==> src/rtl/wb_ram_arbiter.sv <==
`timescale 1ns/1ps
// Two-master Wishbone classic arbiter in front of one single-port, registered-read RAM.
// Round-robin grant; byte-select writes are emulated with a read-modify-write pass.
//
// state | meaning
// IDLE  | arbitrate; latch the winner's address/we/sel/data
// WRITE | full-word write driven onto the RAM
// READ  | address presented; RAM read data arrives next cycle
// DATA  | RAM data valid: capture read data, or write back the merged word
// ACK   | one-cycle ack to the granted master
module wb_ram_arbiter #(
  parameter int data_width = 32,
  parameter int addr_width = 8
) (
  input  logic                    clk,
  input  logic                    rst,
  input  logic                    m0_cyc_i,
  input  logic                    m0_stb_i,
  input  logic                    m0_we_i,
  input  logic [addr_width-1:0]   m0_adr_i,
  input  logic [data_width/8-1:0] m0_sel_i,
  input  logic [data_width-1:0]   m0_dat_i,
  output logic [data_width-1:0]   m0_dat_o,
  output logic                    m0_ack_o,
  input  logic                    m1_cyc_i,
  input  logic                    m1_stb_i,
  input  logic                    m1_we_i,
  input  logic [addr_width-1:0]   m1_adr_i,
  input  logic [data_width/8-1:0] m1_sel_i,
  input  logic [data_width-1:0]   m1_dat_i,
  output logic [data_width-1:0]   m1_dat_o,
  output logic                    m1_ack_o,
  output logic [addr_width-1:0]   ram_addr,
  output logic                    ram_we,
  output logic [data_width-1:0]   ram_dat_in,
  input  logic [data_width-1:0]   ram_dat_out
);

  localparam int sel_width = data_width / 8;

  typedef enum logic [2:0] {IDLE, WRITE, READ, DATA, ACK} state_t;

  state_t                  state_q, state_d;
  logic                    last_grant_q, last_grant_d;
  logic                    gnt_q, gnt_d;
  logic                    we_q, we_d;
  logic [addr_width-1:0]   adr_q, adr_d;
  logic [sel_width-1:0]    sel_q, sel_d;
  logic [data_width-1:0]   dat_q, dat_d;
  logic [data_width-1:0]   rdata_q, rdata_d;
  logic                    ack0_q, ack0_d;
  logic                    ack1_q, ack1_d;

  logic                    req0, req1;
  logic                    pick;
  logic                    gnt_cyc;
  logic [data_width-1:0]   merged;

  assign req0 = m0_cyc_i & m0_stb_i;
  assign req1 = m1_cyc_i & m1_stb_i;
  // On a tie the master that did not win last time gets the bus.
  assign pick = (req0 & req1) ? ~last_grant_q : req1;
  assign gnt_cyc = gnt_q ? m1_cyc_i : m0_cyc_i;

  always_comb begin
    merged = ram_dat_out;
    for (int b = 0; b < sel_width; b++) begin
      if (sel_q[b]) merged[b*8 +: 8] = dat_q[b*8 +: 8];
    end
  end

  always_comb begin
    state_d      = state_q;
    last_grant_d = last_grant_q;
    gnt_d        = gnt_q;
    we_d         = we_q;
    adr_d        = adr_q;
    sel_d        = sel_q;
    dat_d        = dat_q;
    rdata_d      = rdata_q;
    ram_we       = 1'b0;
    ram_dat_in   = dat_q;
    case (state_q)
      IDLE: begin
        if (req0 | req1) begin
          gnt_d        = pick;
          last_grant_d = pick;
          we_d         = pick ? m1_we_i  : m0_we_i;
          adr_d        = pick ? m1_adr_i : m0_adr_i;
          sel_d        = pick ? m1_sel_i : m0_sel_i;
          dat_d        = pick ? m1_dat_i : m0_dat_i;
          state_d      = (we_d && (&sel_d)) ? WRITE : READ;
        end
      end
      WRITE: begin
        // The write commits on this edge even if the master is aborting.
        ram_we  = 1'b1;
        state_d = gnt_cyc ? ACK : IDLE;
      end
      READ: begin
        state_d = gnt_cyc ? DATA : IDLE;
      end
      DATA: begin
        if (gnt_cyc) begin
          if (we_q) begin
            ram_we     = 1'b1;
            ram_dat_in = merged;
          end else begin
            rdata_d = ram_dat_out;
          end
          state_d = ACK;
        end else begin
          state_d = IDLE;
        end
      end
      ACK:     state_d = IDLE;
      default: state_d = IDLE;
    endcase
    ack0_d = (state_d == ACK) & ~gnt_d;
    ack1_d = (state_d == ACK) &  gnt_d;
  end

  always_ff @(posedge clk or posedge rst) begin
    if (rst) begin
      state_q      <= IDLE;
      last_grant_q <= 1'b1;
      gnt_q        <= 1'b0;
      we_q         <= 1'b0;
      adr_q        <= '0;
      sel_q        <= '0;
      dat_q        <= '0;
      rdata_q      <= '0;
      ack0_q       <= 1'b0;
      ack1_q       <= 1'b0;
    end else begin
      state_q      <= state_d;
      last_grant_q <= last_grant_d;
      gnt_q        <= gnt_d;
      we_q         <= we_d;
      adr_q        <= adr_d;
      sel_q        <= sel_d;
      dat_q        <= dat_d;
      rdata_q      <= rdata_d;
      ack0_q       <= ack0_d;
      ack1_q       <= ack1_d;
    end
  end

  assign ram_addr = adr_q;
  assign m0_ack_o = ack0_q;
  assign m1_ack_o = ack1_q;
  assign m0_dat_o = rdata_q;
  assign m1_dat_o = rdata_q;

endmodule

==> config.mk <==
export PLATFORM = sky130hd
export DESIGN_NAME = wb_ram_arbiter
export DESIGN_NICKNAME = d
export VERILOG_FILES = /design/src/rtl/wb_ram_arbiter.sv
export SDC_FILE = /design/constraint.sdc
export NUM_CORES = 1
export LEC_CHECK = 0
export BUFFER_PORTS_ARGS = -buffer_cell sky130_fd_sc_hd__clkbuf_2
export CORE_MARGIN = 2
export CORE_UTILIZATION = 49
export CTS_CLUSTER_SIZE = 12
export DETAILED_ROUTE_END_ITERATION = 10
export PLACE_DENSITY_LB_ADDON = 0.2
export SLEW_MARGIN = 20
export SYNTH_ARGS = -nofsm -noshare
export SYNTH_HDL_FRONTEND = slang
export SYNTH_SLANG_ARGS = --single-unit
==> constraint.sdc <==
create_clock -name clk -period 4.4 [get_ports clk]
set_input_delay 0.44 -clock clk [delete_from_list [all_inputs] [get_ports clk]]
set_output_delay 0.44 -clock clk [all_outputs]
set_load 0.02 [all_outputs]
# Yosys cells after proc, flatten, opt, wreduce, memory -nomap -nowiden
# Cells that the tools add are included.
word_totals:
  ff_bits: 84
  input_bits: 128
  output_inout_bits: 107
  elab_cells: 52
op_classes:
  eq_ne: 4
  mux: 23
  n_bitwise: 9
  n_reduce_logical: 6
op_table:
  columns: ["cell", "count"]
  rows:
  - ["32-bit 2-to-1 mux", 4]
  - ["8-bit 2-to-1 mux", 5]
  - ["3-bit one-hot mux with 3 select lines", 1]
  - ["1-bit 2-to-1 mux", 7]
  - ["3-bit by 2-bit == test with 1-bit output, second input constant", 2]
  - ["3-bit 2-to-1 mux", 2]
  - ["1-bit bitwise AND", 5]
  - ["2-bit 2-to-1 mux", 2]
  - ["4-bit 2-to-1 mux", 1]
  - ["4-bit AND reduction", 1]
  - ["3-bit by 1-bit == test with 1-bit output, second input constant", 1]
  - ["3-bit == test, second input constant", 1]
  - ["3-bit logical NOT", 1]
  - ["1-bit NOT", 3]
  - ["3-bit AND reduction", 1]
  - ["1-bit one-hot mux with 2 select lines", 1]
  - ["2-bit AND reduction", 1]
  - ["2-bit OR reduction", 1]
  - ["1-bit logical AND", 1]
  - ["1-bit bitwise OR", 1]

# Depth between registers and ports, before layout
logic_depth:
  depth_word: 11
  depth_mapped: 6
  depth_no_buf: 4

# Worst setup path after synthesis
# OpenSTA, ideal clock, no wires.
synth_timing:
  kind: "register -> output"
  startpoint: "reg gnt_q"
  endpoint: "out ram_dat_in[0]"
  arrival_time_ns: 1.542
  required_time_ns: 3.960
  slack_ns: 2.418
  path_stages_with_launch: 5
  path_buffers: 0
  path_cell_list: "dfrtp_1 -> mux2_4 -> nand4_1 -> nor2_2 -> mux2_2"
synth_via:
  elab_chain_len: 3
synth_rtl:
  columns: ["item", "line_no", "source"]
  rows:
  - ["from (decl)", "45", "logic gnt_q, gnt_d;"]
  - ["from (signal assigned)", "138", "gnt_q <= gnt_d;"]
  - ["1-bit 2-to-1 mux", "63", "assign gnt_cyc = gnt_q ? m1_cyc_i : m0_cyc_i;"]
  - ["32-bit 2-to-1 mux", "104", "if (gnt_cyc) begin"]
  - ["32-bit 2-to-1 mux", "83", "case (state_q)"]
  - ["to (decl)", "35", "output logic [data_width-1:0] ram_dat_in,"]
# Every way passes these cells.

# Worst setup path after layout
layout_timing:
  startpoint: "reg state_q[0]"
  endpoint: "out ram_dat_in[11]"
layout_via:
  elab_chain_len: 2
layout_rtl:
  columns: ["item", "line_no", "source"]
  rows:
  - ["from (decl)", "43", "state_t state_q, state_d;"]
  - ["from (signal assigned)", "136", "state_q <= state_d;"]
  - ["3-bit by 2-bit == test with 1-bit output", "83", null]
  - ["32-bit 2-to-1 mux", "83", null]
# Every way passes these cells.

==> flow_summary_export.csv <==
group,metric,value,unit
layout,final_area,5550,µm²
synth,synthDistinctLibCells,30,
drt,vias_per_cell,5.00,
grt,grtUsageMet3,0.0426,
synth,muxShareOfSynthArea,0.299,
timing,finalHoldViolations,0,
layout,layout_commonest_cell,"clkbuf_2",
layout,fillers,707,
clocking,clk_path_buf_depth,2,
synth,seq_area_frac_synth,0.481,
synth,synth_top_area_frac,0.475,
drt,wl_per_cell,15.0,µm
timing,period_minus_slack,2.85,ns
clocking,clk_latency,0.35,ns
die,die_w,98.4,µm
clocking,cts_repair_resize_count,0,
synth,syn_area_per_cell,11.8,µm²
synth,synthAdderAreaFrac,0,
synth,synth-simple-area-share,0.0704,
setup_path,worstSetupPathType,"reg2out",
setup_path,cp.required,3.96,ns
setup_path,rrSetupSlack,2.08,ns
synth,synth_top_family_by_area,"multiplexers",
clocking,cts.sinks,84,
clocking,numCtsBuffers,9,
grt,grtUsageTotal,0.214,
setup_path,critPathSlowestCell,"nor2_2",
layout,area_growth,26.9,%
grt,grt_pass1_wl,16.5,mm
setup_path,cp.arrival,2.41,ns
die,die_area,9690,µm²
timing,finalClockSkew,0.00896,ns
place,io_buffers,234,
synth,synth_nets,497,
timing,relSlewSlack,0.400,
timing,timing.fmax,351,MHz
timing,worstMarginPinSlew,0.899,ns
layout,final_cell_mix,"clkbuf_2 (234), dfrtp_1 (83), mux2i_1 (46)",
pwr,peakVddDrop,0.341,mV
synth,synth_warnings,0,
drt,vias,3388,
timing,finalMaxSlewViolations,0,
synth,netlist_area,4370,µm²
die,initial_utilization,0.504,
timing,finalSetupViolCount,0,
clocking,hold_buffers,0,
drt,drc,0,
drt,drt_pass1_iterations,4,
pwr,power_density,690,nW/µm²
synth,synthXorXnorAreaFrac,0,
drt,drt_iter0_drc,71,
grt,grt_util_met2,0.357,
grt,busiest_layer,"met2",
grt,grt_pass1_vias,3406,
setup_path,worstPathBufferInverterCount,1,
run,cap_violations,0,
setup_path,cp_cell_sequence,"nor2b_1, nand4_1, nor2_2, mux2_2, clkbuf_2",
die,ioPinCount,235,
die,die_y,98.4,µm
place,place_area,5330,µm²
layout,layout-drive-gt1-share,0.577,
clocking,clk_pin_slew,0.08,ns
place,dp_hpwl,7.57,mm
drt,wirelength,10.2,mm
grt,overflow,0,
grt,grt_max_degree,54,
layout,multiInputGateArea,1900,µm²
clocking,htree_levels,3,
die,rows,34,
setup_path,crit_family,"simple AND/OR/NAND/NOR gates",
setup_path,worstSetupStartpointType,"flop",
layout,n_antenna_cell,0,
layout,regArea,2100,µm²
min_path,hold_class,"in2async",
synth,synth_compound_area_frac,0.0613,
die,coreArea,8680,µm²
drt,ant_nets,0,
clocking,cts_tree,"built",
clocking,root_buffer,"clkbuf_8",
grt,grtUsageMet1,0.274,
setup_path,reg2reg_from,"state_q[1]",
pwr,leakage,0.00311,µW
setup_path,cpPeakStageDelay,0.53,ns
outcome,status,"finished, final reports clean",
synth,ys_seq_elements,84,
place,routabilityCongestion,0.785,
clocking,cts_setup_buffers,0,
synth,syn_inst,369,
setup_path,path_max_fanout,8,
timing,fin_tns_setup,0,ns
grt,antenna_found_initial,0,
synth,synthTopCellsByArea,"dfrtp_1 (48%), mux2_4 (11%), mux2i_1 (11%)",
timing,fin_crit_sh,0.647,
timing,rsz0062_at_grt,"false",
layout,nets,693,
synth,synth_top_area_cell,"dfrtp_1",
setup_path,crit_path_start,"state_q[0]",
setup_path,critical_path.endpoint_type,"output pin",
power breakdown:
group          switching [µW]  leakage (µW)  internal, µW
Sequential                242      0.000999          1130
Clock                     271      0.000106           294
Combinational            1110       0.00201           781
Total                    1620       0.00311          2200
area by class of cell:
type,instances,share of cell area
Sequential cell,84,0.379
Multi-Input combinational cell,232,0.343
Timing Repair Buffer,236,0.214
Clock buffer,11,0.0273
Tap cell,108,0.0244
Inverter,2,0.00158
Clock inverter,5,0.0108
metal layers:
| metal | vias to the layer above | routed length (µm) |
|---|---|---|
| li1 | 1646 | - |
| met1 | 1588 | 4280 |
| met2 | 134 | 5120 |
| met3 | 20 | 589 |
| met4 | 0 | 219 |
| met5 | - | 0 |
cells by family (layout without fill, tap and decap cells):
family | after synthesis | in the layout
AND/OR/NAND/NOR | 70 | 70
multiplexers | 111 | 111
buffers and inverters | 53 | 254
flip-flops | 84 | 84
AO/OA/AOI/OAI | 51 | 51
synth_stat cells (all sizes together):
cell type and number:
dfrtp 83, mux2 65, nor2 49, mux2i 46, a21oi 45, buf 44
clkbuf 7, nand2 6, nand3 4, o21ai 3, or3 3, and2 2
and3 2, inv 2, a21bo 1, a22o 1, dfstp 1, nand2b 1
nand4 1, nor2b 1, nor3 1, o2bb2ai 1
through the flow:
stage | instances | setup WS (ns) | hold WS (ns) | utilization | power [µW]
after floorplan | 369 | 1.80 | 0.461 | - | 2830
after global placement | 662 | 1.85 | 0.478 | 0.614 | 3250
after detailed placement | 662 | 1.83 | 0.494 | 0.614 | 3290
after CTS | 678 | 1.56 | 0.263 | 0.639 | 3880
after global routing | 678 | 1.40 | 0.301 | 0.639 | 4090
final | 678 | 1.55 | 0.245 | 0.639 | 3830
worst paths after layout:
| kind | depth (start not counted) | endpoint |
|---|---|---|
| max | 5 | ram_dat_in[11] |
| min | 2 | dat_q[19] |
| max reg2reg | 5 | dat_q[22] |
| min reg2reg | 2 | last_grant_q |
| max in group asynchronous | 3 | m0_dat_o[16] |
| min in group clk | 2 | m0_dat_o[6] |
state kept, by name, summed over array words and instances, names as in the netlist:
register	cells
m0_dat_o	32
sel_q	4
gnt_q	1
we_q	1
last_grant_q	1
m0_ack_o	1
ram_addr	8
dat_q	32
state_q	3
m1_ack_o	1
(Power assumes the default switching activity.)
